**src/rtl/notch_biquad_sched_if.sv**
```systemverilog
// Stream and coefficient-configuration bundle for notch_biquad_sched.
// The slave modport is the filter's view; master is the host/source side.
interface notch_biquad_sched_if #(
    parameter int DW = 16,
    parameter int CW = 16
);
    logic          s_valid;
    logic          s_ready;
    logic [DW-1:0] s_data;
    logic          m_valid;
    logic          m_ready;
    logic [DW-1:0] m_data;
    logic          cfg_we;
    logic [2:0]    cfg_addr;
    logic [CW-1:0] cfg_wdata;
    logic          cfg_commit;
    logic          coef_pending;
    logic          busy;

    modport master (
        output s_valid, s_data, m_ready, cfg_we, cfg_addr, cfg_wdata, cfg_commit,
        input  s_ready, m_valid, m_data, coef_pending, busy
    );

    modport slave (
        input  s_valid, s_data, m_ready, cfg_we, cfg_addr, cfg_wdata, cfg_commit,
        output s_ready, m_valid, m_data, coef_pending, busy
    );
endinterface

```
**src/rtl/notch_biquad_sched.sv**
```systemverilog
// Direct Form I notch biquad sequenced over one shared MAC with an atomic coefficient bank.
// Optional saturation sticky flag (sat_sticky/sat_clr) enabled by defining NOTCH_SAT_FLAG_EN.
module notch_biquad_sched #(
    parameter int DW = 16,
    parameter int CW = 16
) (
    input  logic clk,
    input  logic rst_n,
`ifdef NOTCH_SAT_FLAG_EN
    output logic sat_sticky,
    input  logic sat_clr,
`endif
    notch_biquad_sched_if.slave bus
);
    localparam int AW = DW + CW + 3;
    localparam int PW = DW + CW;

    localparam logic signed [CW-1:0] COEF_ONE = {2'b01, {(CW-2){1'b0}}};
    localparam logic signed [AW-1:0] RND_BIAS = {{(AW-1){1'b0}}, 1'b1} << (CW-3);
    localparam logic signed [DW-1:0] SAT_MAX  = {1'b0, {(DW-1){1'b1}}};
    localparam logic signed [DW-1:0] SAT_MIN  = {1'b1, {(DW-1){1'b0}}};
    localparam logic signed [AW-1:0] LIM_MAX  = {{(AW-DW+1){1'b0}}, {(DW-1){1'b1}}};
    localparam logic signed [AW-1:0] LIM_MIN  = {{(AW-DW+1){1'b1}}, {(DW-1){1'b0}}};

    typedef enum logic [2:0] {
        IDLE, MAC0, MAC1, MAC2, MAC3, MAC4, ROUND, OUT
    } state_t;

    state_t                 state;
    logic signed [AW-1:0]   acc;
    logic signed [DW-1:0]   x0, x1, x2, y1, y2;
    logic signed [CW-1:0]   active [5];
    logic signed [CW-1:0]   shadow [5];
    logic                   pending;
    logic                   m_valid_q;
    logic signed [DW-1:0]   m_data_q;

    logic signed [CW-1:0]   mac_coef;
    logic signed [DW-1:0]   mac_hist;
    logic                   mac_neg;
    logic signed [PW-1:0]   prod;
    logic signed [AW-1:0]   prod_ext;
    logic signed [AW-1:0]   acc_next;
    logic signed [AW-1:0]   rnd;
    logic signed [AW-1:0]   shifted;
    logic                   sat_hi;
    logic                   sat_lo;
    logic signed [DW-1:0]   y_sat;

    // Operand select for the shared multiplier; feedback terms are subtracted.
    always_comb begin
        mac_coef = '0;
        mac_hist = '0;
        mac_neg  = 1'b0;
        case (state)
            MAC0: begin mac_coef = active[0]; mac_hist = x0; end
            MAC1: begin mac_coef = active[1]; mac_hist = x1; end
            MAC2: begin mac_coef = active[2]; mac_hist = x2; end
            MAC3: begin mac_coef = active[3]; mac_hist = y1; mac_neg = 1'b1; end
            MAC4: begin mac_coef = active[4]; mac_hist = y2; mac_neg = 1'b1; end
            default: ;
        endcase
    end

    assign prod     = $signed({{DW{mac_coef[CW-1]}}, mac_coef} * {{CW{mac_hist[DW-1]}}, mac_hist});
    assign prod_ext = {{(AW-PW){prod[PW-1]}}, prod};
    assign acc_next = mac_neg ? (acc - prod_ext) : (acc + prod_ext);

    assign rnd     = acc + RND_BIAS;
    assign shifted = rnd >>> (CW-2);
    assign sat_hi  = (shifted > LIM_MAX);
    assign sat_lo  = (shifted < LIM_MIN);
    assign y_sat   = sat_hi ? SAT_MAX : (sat_lo ? SAT_MIN : shifted[DW-1:0]);

    always_ff @(posedge clk or negedge rst_n) begin
        if (!rst_n) begin
            state     <= IDLE;
            acc       <= '0;
            x0        <= '0;
            x1        <= '0;
            x2        <= '0;
            y1        <= '0;
            y2        <= '0;
            pending   <= 1'b0;
            m_valid_q <= 1'b0;
            m_data_q  <= '0;
            for (int i = 0; i < 5; i++) begin
                active[i] <= (i == 0) ? COEF_ONE : '0;
                shadow[i] <= (i == 0) ? COEF_ONE : '0;
            end
        end else begin
            if (bus.cfg_we && (bus.cfg_addr <= 3'd4))
                shadow[bus.cfg_addr] <= bus.cfg_wdata;
            if (bus.cfg_commit)
                pending <= 1'b1;

            case (state)
                // The copy reads pre-edge shadow and blocks sample acceptance this cycle.
                IDLE: begin
                    if (pending) begin
                        for (int i = 0; i < 5; i++)
                            active[i] <= shadow[i];
                        pending <= 1'b0;
                    end else if (bus.s_valid) begin
                        x0    <= bus.s_data;
                        acc   <= '0;
                        state <= MAC0;
                    end
                end
                MAC0: begin acc <= acc_next; state <= MAC1;  end
                MAC1: begin acc <= acc_next; state <= MAC2;  end
                MAC2: begin acc <= acc_next; state <= MAC3;  end
                MAC3: begin acc <= acc_next; state <= MAC4;  end
                MAC4: begin acc <= acc_next; state <= ROUND; end
                ROUND: begin
                    m_data_q  <= y_sat;
                    m_valid_q <= 1'b1;
                    state     <= OUT;
                end
                OUT: begin
                    if (bus.m_ready) begin
                        x2        <= x1;
                        x1        <= x0;
                        y2        <= y1;
                        y1        <= m_data_q;
                        m_valid_q <= 1'b0;
                        state     <= IDLE;
                    end
                end
                default: state <= IDLE;
            endcase
        end
    end

`ifdef NOTCH_SAT_FLAG_EN
    always_ff @(posedge clk or negedge rst_n) begin
        if (!rst_n)
            sat_sticky <= 1'b0;
        else if ((state == ROUND) && (sat_hi || sat_lo))
            sat_sticky <= 1'b1;
        else if (sat_clr)
            sat_sticky <= 1'b0;
    end
`endif

    assign bus.s_ready      = (state == IDLE) && !pending;
    assign bus.m_valid      = m_valid_q;
    assign bus.m_data       = m_data_q;
    assign bus.coef_pending = pending;
    assign bus.busy         = (state != IDLE);
endmodule
```
**src/flat_wrapper.sv**
```systemverilog
// flat-port wrapper written by rule: the top's interface ports become plain ports
module notch_biquad_sched_flat 
#(
    parameter int DW = 16,
    parameter int CW = 16
)
  (clk, rst_n, bus_s_valid, bus_s_data, bus_m_ready, bus_cfg_we, bus_cfg_addr, bus_cfg_wdata, bus_cfg_commit, bus_s_ready, bus_m_valid, bus_m_data, bus_coef_pending, bus_busy);
  notch_biquad_sched_if #(.DW(DW), .CW(CW)) bus_i ();
  input  logic clk;
  input  logic rst_n;
  input wire logic [$bits(bus_i.s_valid)-1:0] bus_s_valid;
  input wire logic [$bits(bus_i.s_data)-1:0] bus_s_data;
  input wire logic [$bits(bus_i.m_ready)-1:0] bus_m_ready;
  input wire logic [$bits(bus_i.cfg_we)-1:0] bus_cfg_we;
  input wire logic [$bits(bus_i.cfg_addr)-1:0] bus_cfg_addr;
  input wire logic [$bits(bus_i.cfg_wdata)-1:0] bus_cfg_wdata;
  input wire logic [$bits(bus_i.cfg_commit)-1:0] bus_cfg_commit;
  output wire logic [$bits(bus_i.s_ready)-1:0] bus_s_ready;
  output wire logic [$bits(bus_i.m_valid)-1:0] bus_m_valid;
  output wire logic [$bits(bus_i.m_data)-1:0] bus_m_data;
  output wire logic [$bits(bus_i.coef_pending)-1:0] bus_coef_pending;
  output wire logic [$bits(bus_i.busy)-1:0] bus_busy;
  assign bus_i.s_valid = bus_s_valid;
  assign bus_i.s_data = bus_s_data;
  assign bus_i.m_ready = bus_m_ready;
  assign bus_i.cfg_we = bus_cfg_we;
  assign bus_i.cfg_addr = bus_cfg_addr;
  assign bus_i.cfg_wdata = bus_cfg_wdata;
  assign bus_i.cfg_commit = bus_cfg_commit;
  assign bus_s_ready = bus_i.s_ready;
  assign bus_m_valid = bus_i.m_valid;
  assign bus_m_data = bus_i.m_data;
  assign bus_coef_pending = bus_i.coef_pending;
  assign bus_busy = bus_i.busy;
  notch_biquad_sched #(.DW(DW), .CW(CW)) u_core (.clk(clk), .rst_n(rst_n), .bus(bus_i));
endmodule
```
**config.mk**
```make
export PLATFORM = sky130hd
export DESIGN_NAME = notch_biquad_sched_flat
export DESIGN_NICKNAME = d
export VERILOG_FILES = /design/src/rtl/notch_biquad_sched_if.sv /design/src/rtl/notch_biquad_sched.sv /design/src/flat_wrapper.sv
export SDC_FILE = /design/constraint.sdc
export NUM_CORES = 1
export LEC_CHECK = 0
export CAP_MARGIN = 5
export CORE_MARGIN = 10
export CORE_UTILIZATION = 29
export CTS_CLUSTER_DIAMETER = 30
export DETAILED_ROUTE_END_ITERATION = 8
export DONT_BUFFER_PORTS = 1
export RECOVER_POWER = 50
export SLEW_MARGIN = 15
export SYNTH_ARGS = -nofsm -noshare
export SYNTH_HDL_FRONTEND = slang
export SYNTH_SLANG_ARGS = --single-unit
```
**constraint.sdc**
```tcl
create_clock -name clk -period 14.65 [get_ports clk]
set_clock_uncertainty 0.15 [all_clocks]
set_input_delay 1.465 -clock clk [delete_from_list [all_inputs] [get_ports clk]]
set_output_delay 1.465 -clock clk [all_outputs]
set_load 0.02 [all_outputs]
```
Yosys cells after proc, flatten, opt, wreduce, memory -nomap -nowiden
Cells that the tools add are included.

storage, ports and cells
  register bits = 296
  bits in latches = 0
  bits in writable memories = 0
  memory bits (read-only) = 0
  logic and storage cells = 78
  memories kept = 0

operators by class
  add/subtract/negate cells = 3
  multiply operators = 1
  divide/modulo/power cells = 0
  order comparisons = 5
  equal/unequal tests = 10
  shifts and indexed selects = 0
  mux-type cells = 21
  bitwise logic cells = 2
  reductions and logical operators = 16

operators by type and width
  cell                    count
  $pmux 16 s5             2
  $mux 35                 3
  $bwmux 80               1
  $pmux 35 s2             1
  $demux 16 s3            1
  $mux 16                 3
  $add 35x15->35 const B  1
  $add 35x32->35          1
  $sub 35x32->35          1
  $mul 16x16->32          1
  $pmux 3 s8              1
  $gt 21x16->1 const B    1
  $lt 21x16->1 const B    1
  $eq 3x3->1 const B      4
  $mux 3                  3
  $reduce_and 3->1        3
  $eq 3x2->1 const B      2
  $ne 2x2->1 const B      3
  $reduce_and 2->1        3
  $mux 1                  5
  $reduce_or 5->1         1
  $ge 4x4->1 const B      1
  $lt 4x1->1 const B      1
  $not 3->4               1
  10 further kinds        13

Depth between registers and ports, before layout
  depth after elaboration = 6
  depth in mapped cells = 45
  mapped depth without buffers = 42

Worst setup path after synthesis
No wires, ideal clock.

  path type = register to register
  from = register u_core.state[0]
  to = register u_core.acc[34]
  library setup time = 0.126 ns
  arrival = 10.522 ns
  data required time = 14.374 ns
  path slack = 3.852 ns
  cell stages (with the launch flop) = 40
  buffers on the path = 4
  cells stage by stage = dfrtp_1 -> buf_2 -> buf_1 -> buf_1 -> clkbuf_1 -> mux2_2 -> a221oi_1 -> nor2_1 -> fa_1 -> inv_1 -> fa_1 -> fa_1 -> inv_1 -> fa_1 -> fa_1 -> inv_1 -> fa_1 -> inv_1 -> [... 4 more ...] -> nor2_1 -> xnor2_1 -> or4_4 -> nor2_1 -> nand2_1 -> nor4_2 -> a21oi_1 -> xnor2_1 -> ha_1 -> nand4_1 -> nor2_1 -> o211a_1 -> nor2_1 -> o21ai_0 -> a31oi_1 -> and3_4 -> or2_0 -> a221o_1

on the way
  cells in the longest elaborated chain, start to end = 6
  elaborated cells on any way between the ends = 20

RTL lines
  what                                              line                                                RTL
  start: declaration                                notch_biquad_sched.sv:29                            state_t state;
  start signal: assignment                          notch_biquad_sched.sv:77                            state <= IDLE;
  start signal: assignment                          notch_biquad_sched.sv:107                           state <= MAC0;
  start signal: assignment                          notch_biquad_sched.sv:110                           MAC0: begin acc <= acc_next; state <= MAC1; end
  $eq 3x3->1 (tied with other cells)                notch_biquad_sched.sv:55, notch_biquad_sched.sv:97
  $pmux 16 s5                                       notch_biquad_sched.sv:55                            case (state)
  $mul 16x16->32                                    notch_biquad_sched.sv:65                            assign prod = $signed({{DW{mac_coef[CW-1]}}, mac_coef} * {{CW{mac_hist[DW-1]}}, mac_hist});
  $add 35x32->35 or $sub 35x32->35 (tied branches)  notch_biquad_sched.sv:67                            assign acc_next = mac_neg ? (acc - prod_ext) : (acc + prod_ext);
  $mux 35                                           notch_biquad_sched.sv:67
  $pmux 35 s2                                       notch_biquad_sched.sv:97                            case (state)
  end signal: assignment                            notch_biquad_sched.sv:78                            acc <= '0;
  end signal: assignment                            notch_biquad_sched.sv:106                           acc <= '0;
  end signal: assignment                            notch_biquad_sched.sv:110
  end: declaration                                  notch_biquad_sched.sv:30                            logic signed [AW-1:0] acc;

Parallel ways exist; a longest one is shown, timed or not.
A chain may end at the register's enable or synchronous reset.

Final worst setup path
  from = register u_core.state[1]
  to = register u_core.acc[34]

Same word-level chain as after synthesis.

==> reports/results.txt <==
Outcome = finished clean
Diode insertion count for antenna repair = 0
Number of instances resized during post-cts repair = 0
Final count of negative-setup-slack endpoints = 0
Flip-flop cell with the highest count after synthesis = sky130_fd_sc_hd__dfrtp_1
Setup Fix Bufs, Post-CTS = 0
Floorplan die width = 317 um
Maximum number of pins on one net before global-route repair = 297
Number of antenna violations at the first check in global routing = 0
Number of cells after detailed placement = 3633
Cell count after synthesis = 2537
Vias/cell = 4.90
All-Layer GR Usage = 13.7%
Slowest cell on the critical path = sky130_fd_sc_hd__o21ai_0
Worst Hold End = u_core.acc[0]$_DFFE_PN0P_
Max Clock Freq = 82.0 MHz
Setup_tns = 0 ps
Critical path start-end classification = register to register
Area used by sequential logic in the layout = 0.00741 sq mm
Setup repair after global routing missed its margin = no
Endpoint class of the critical path = register
Delay of the slowest cell on the worst path = 860 ps
Final worst path period share = 83.2%
Part of the Yosys area used for sequential elements = 29.0%
Synth cell types = 93
Clock transition at the registers of the reported paths = 50 ps
Worst hold path type = register to register
Number of remaining DRC errors = 0
CTS Buf Count = 69
Asr flop ratio synth = 100%
Root cell of the clock tree = sky130_fd_sc_hd__clkbuf_16
Detailed-route via count = 18400
Post-Syn Area = 0.0256 sq mm
Share of layout cells above drive strength 1 = 17.8%
Reg2Reg Capture Point = u_core.acc[34]$_DFFE_PN0P_
Vias in the first global route = 19600
Antenna-violating nets left = 0
Detailed-route wire length = 66.5 mm
Die area = 0.101 sq mm
Synth Warn # = 0
Die boundary height = 317 um
Overflow left after global routing = 0
Slew @ Worst Pin = 1250 ps
Starting Density = 29.4%
Setup slack, reg-to-reg = 2450 ps
Area overhead of the layout relative to synthesis = 14.3%
HPWL reported at the end of detailed placement = 49.9 mm
Final Critical Period = 12200 ps
Worst path arrival time = 12530 ps
Startpoint of the worst-slack reg-to-reg timing path = u_core.state[1]$_DFFE_PN0P_
Drt wl/cell = 17.7 um
Syn nets = 2963
Leading cell types in the layout, fill and taps excluded = sky130_fd_sc_hd__inv_1, sky130_fd_sc_hd__dfrtp_1, sky130_fd_sc_hd__mux2_2
Hold buffer count at cts = 0
CTS H-tree lvls = 3
Startpoint of the lowest-slack hold path = u_core.acc[0]$_DFFE_PN0P_
Worst setup SP type = register
Worst Reg-to-Reg Cells = 39
Final instance count without filler cells = 3759
IO buf count = 0
Final Hold Violating Endpoints = 0
Count of TritonRoute iterations in the first routing pass = 7
Number of rows created at floorplan = 108
Routability congestion estimate from global placement = 0.923
Buffers from clock root to sink, at most = 3
Final Max Slew Viols = 0
Max transition margin = 16.8%
Core region area = 0.0872 sq mm
Source-to-sink clock delay at the later pin of the worst-skew pair = 610 ps
Flip-flop and latch count after synthesis = 296
Global-route wire length before repair = 110 mm
Worst-path fanout max = 15
Min-Delay Path Depth = 2
Number of filler instances in the final layout = 8846
I/O pins = 61
Number of max-cap violations = 0
CTS tree = yes
Sink count of the clock tree = 296
Required @ worst endpoint = 14980 ps
DRT iter0 DRCs = 1482
Commonest non-fill, non-tap cell in the layout = sky130_fd_sc_hd__inv_1
Nets = 2975
Number of synthesized flops with an enable pin = 0
Multi-input gate area in the final layout = 0.0165 sq mm
Avg Inst Size Synth = 10.1 sq um
## metal layers
layer  global-route usage, %  part of all wire (%)  vias up  wire [um]
li1                        -                     -     8507          -
met1                    17.4                    43     9307      28400
met2                    23.0                    48      497      31800
met3                    2.66                   6.3      116       4210
met4                    4.78                   3.1        0       2030
met5                       0                     0        -          0
## cells in the mapped netlist, types with 11 or more instances
library cell	instances	area share, %
sky130_fd_sc_hd__o21ai_0	89	1.7
sky130_fd_sc_hd__a21oi_1	94	1.8
sky130_fd_sc_hd__o21ai_1	11	0.22
sky130_fd_sc_hd__a31oi_1	11	0.27
sky130_fd_sc_hd__xnor2_1	58	2.0
sky130_fd_sc_hd__and2_1	23	0.56
sky130_fd_sc_hd__nand2b_1	22	0.54
sky130_fd_sc_hd__nor2b_1	21	0.51
sky130_fd_sc_hd__ha_1	122	6.0
sky130_fd_sc_hd__a21o_1	20	0.59
sky130_fd_sc_hd__and3_1	17	0.42
sky130_fd_sc_hd__nor2_1	225	3.3
sky130_fd_sc_hd__a22oi_1	22	0.65
sky130_fd_sc_hd__a22o_1	12	0.41
sky130_fd_sc_hd__a221oi_1	15	0.51
sky130_fd_sc_hd__or2_2	12	0.29
sky130_fd_sc_hd__xor2_1	38	1.3
sky130_fd_sc_hd__or3_1	15	0.37
sky130_fd_sc_hd__fa_1	263	21
sky130_fd_sc_hd__dfrtp_1	294	29
sky130_fd_sc_hd__mux2i_1	20	0.78
sky130_fd_sc_hd__inv_1	353	5.2
sky130_fd_sc_hd__nor3_1	21	0.41
sky130_fd_sc_hd__a221o_1	12	0.47
sky130_fd_sc_hd__nand3_1	20	0.39
sky130_fd_sc_hd__mux2_2	275	12
sky130_fd_sc_hd__nand2_1	200	2.9
sky130_fd_sc_hd__clkbuf_1	78	1.1
## through the flow
| step | setup slack (ps) | hold slack (ps) | cell area (sq um) | util (%) |
|---|---|---|---|---|
| global placement | 2640 | 319 | 27000 | 30.9 |
| global route | 1550 | 354 | 29300 | 33.6 |
| detailed placement | 2490 | 321 | 27000 | 30.9 |
| finish | 2450 | 328 | 29300 | 33.6 |
| CTS | 2410 | 328 | 29300 | 33.6 |
| floorplan | 3850 | 300 | 25600 | - |
## flip-flops by register name (all words and copies together), names as in the netlist
name	flops
u_core.acc	35
u_core.active	80
u_core.bus.coef_pending	1
u_core.bus.m_data	16
u_core.bus.m_valid	1
u_core.shadow	80
u_core.state	3
u_core.x0	16
u_core.x1	16
u_core.x2	16
u_core.y1	16
u_core.y2	16
## worst max path at each step
stage / start / end / slack [ps] / cells after the start
CTS: u_core.state[2]$_DFFE_PN0P_ / u_core.acc[34]$_DFFE_PN0P_ / 2410 / 40
finish: u_core.state[1]$_DFFE_PN0P_ / u_core.acc[34]$_DFFE_PN0P_ / 2450 / 39
global route: u_core.state[1]$_DFFE_PN0P_ / u_core.acc[34]$_DFFE_PN0P_ / 1550 / 39
detailed placement: u_core.state[2]$_DFFE_PN0P_ / u_core.acc[34]$_DFFE_PN0P_ / 2490 / 40
floorplan: u_core.state[0]$_DFFE_PN0P_ / u_core.acc[34]$_DFFE_PN0P_ / 3850 / 39
global placement: u_core.state[2]$_DFFE_PN0P_ / u_core.acc[28]$_DFFE_PN0P_ / 2640 / 40
## cell families after synthesis
logic type,count (synthesis),share of synthesized area [%]
adder cells (fa/ha/maj),385,26.5
XOR/XNOR,96,3.29
buffers and inverters,446,6.57
flip-flops,296,29.0
AND/OR/NAND/NOR,637,11.7
multiplexers,295,12.9
AO/OA/AOI/OAI,382,10.0
## worst max-delay path: cells and delay by family, from the launching register on
family | cells | cell delay [ps]
compound gates | 9 | 2630
simple gates | 14 | 3480
buf+inv | 6 | 980
xor+xnor | 2 | 380
fa+ha+maj | 8 | 3730
flops | 1 | 720
## cell type report
type / count / share of cell area, %
sequential: 296 / 25.3
tap: 1155 / 4.94
multi-input combinational: 1795 / 56.5
clock buffer: 95 / 6.51
timing repair buffer: 32 / 0.808
clock inverter: 31 / 1.33
inverter: 355 / 4.56
Power is left out: the tool's default activity adds up to more than one toggle a clock period on the data nets, which glitch-free logic cannot reach.
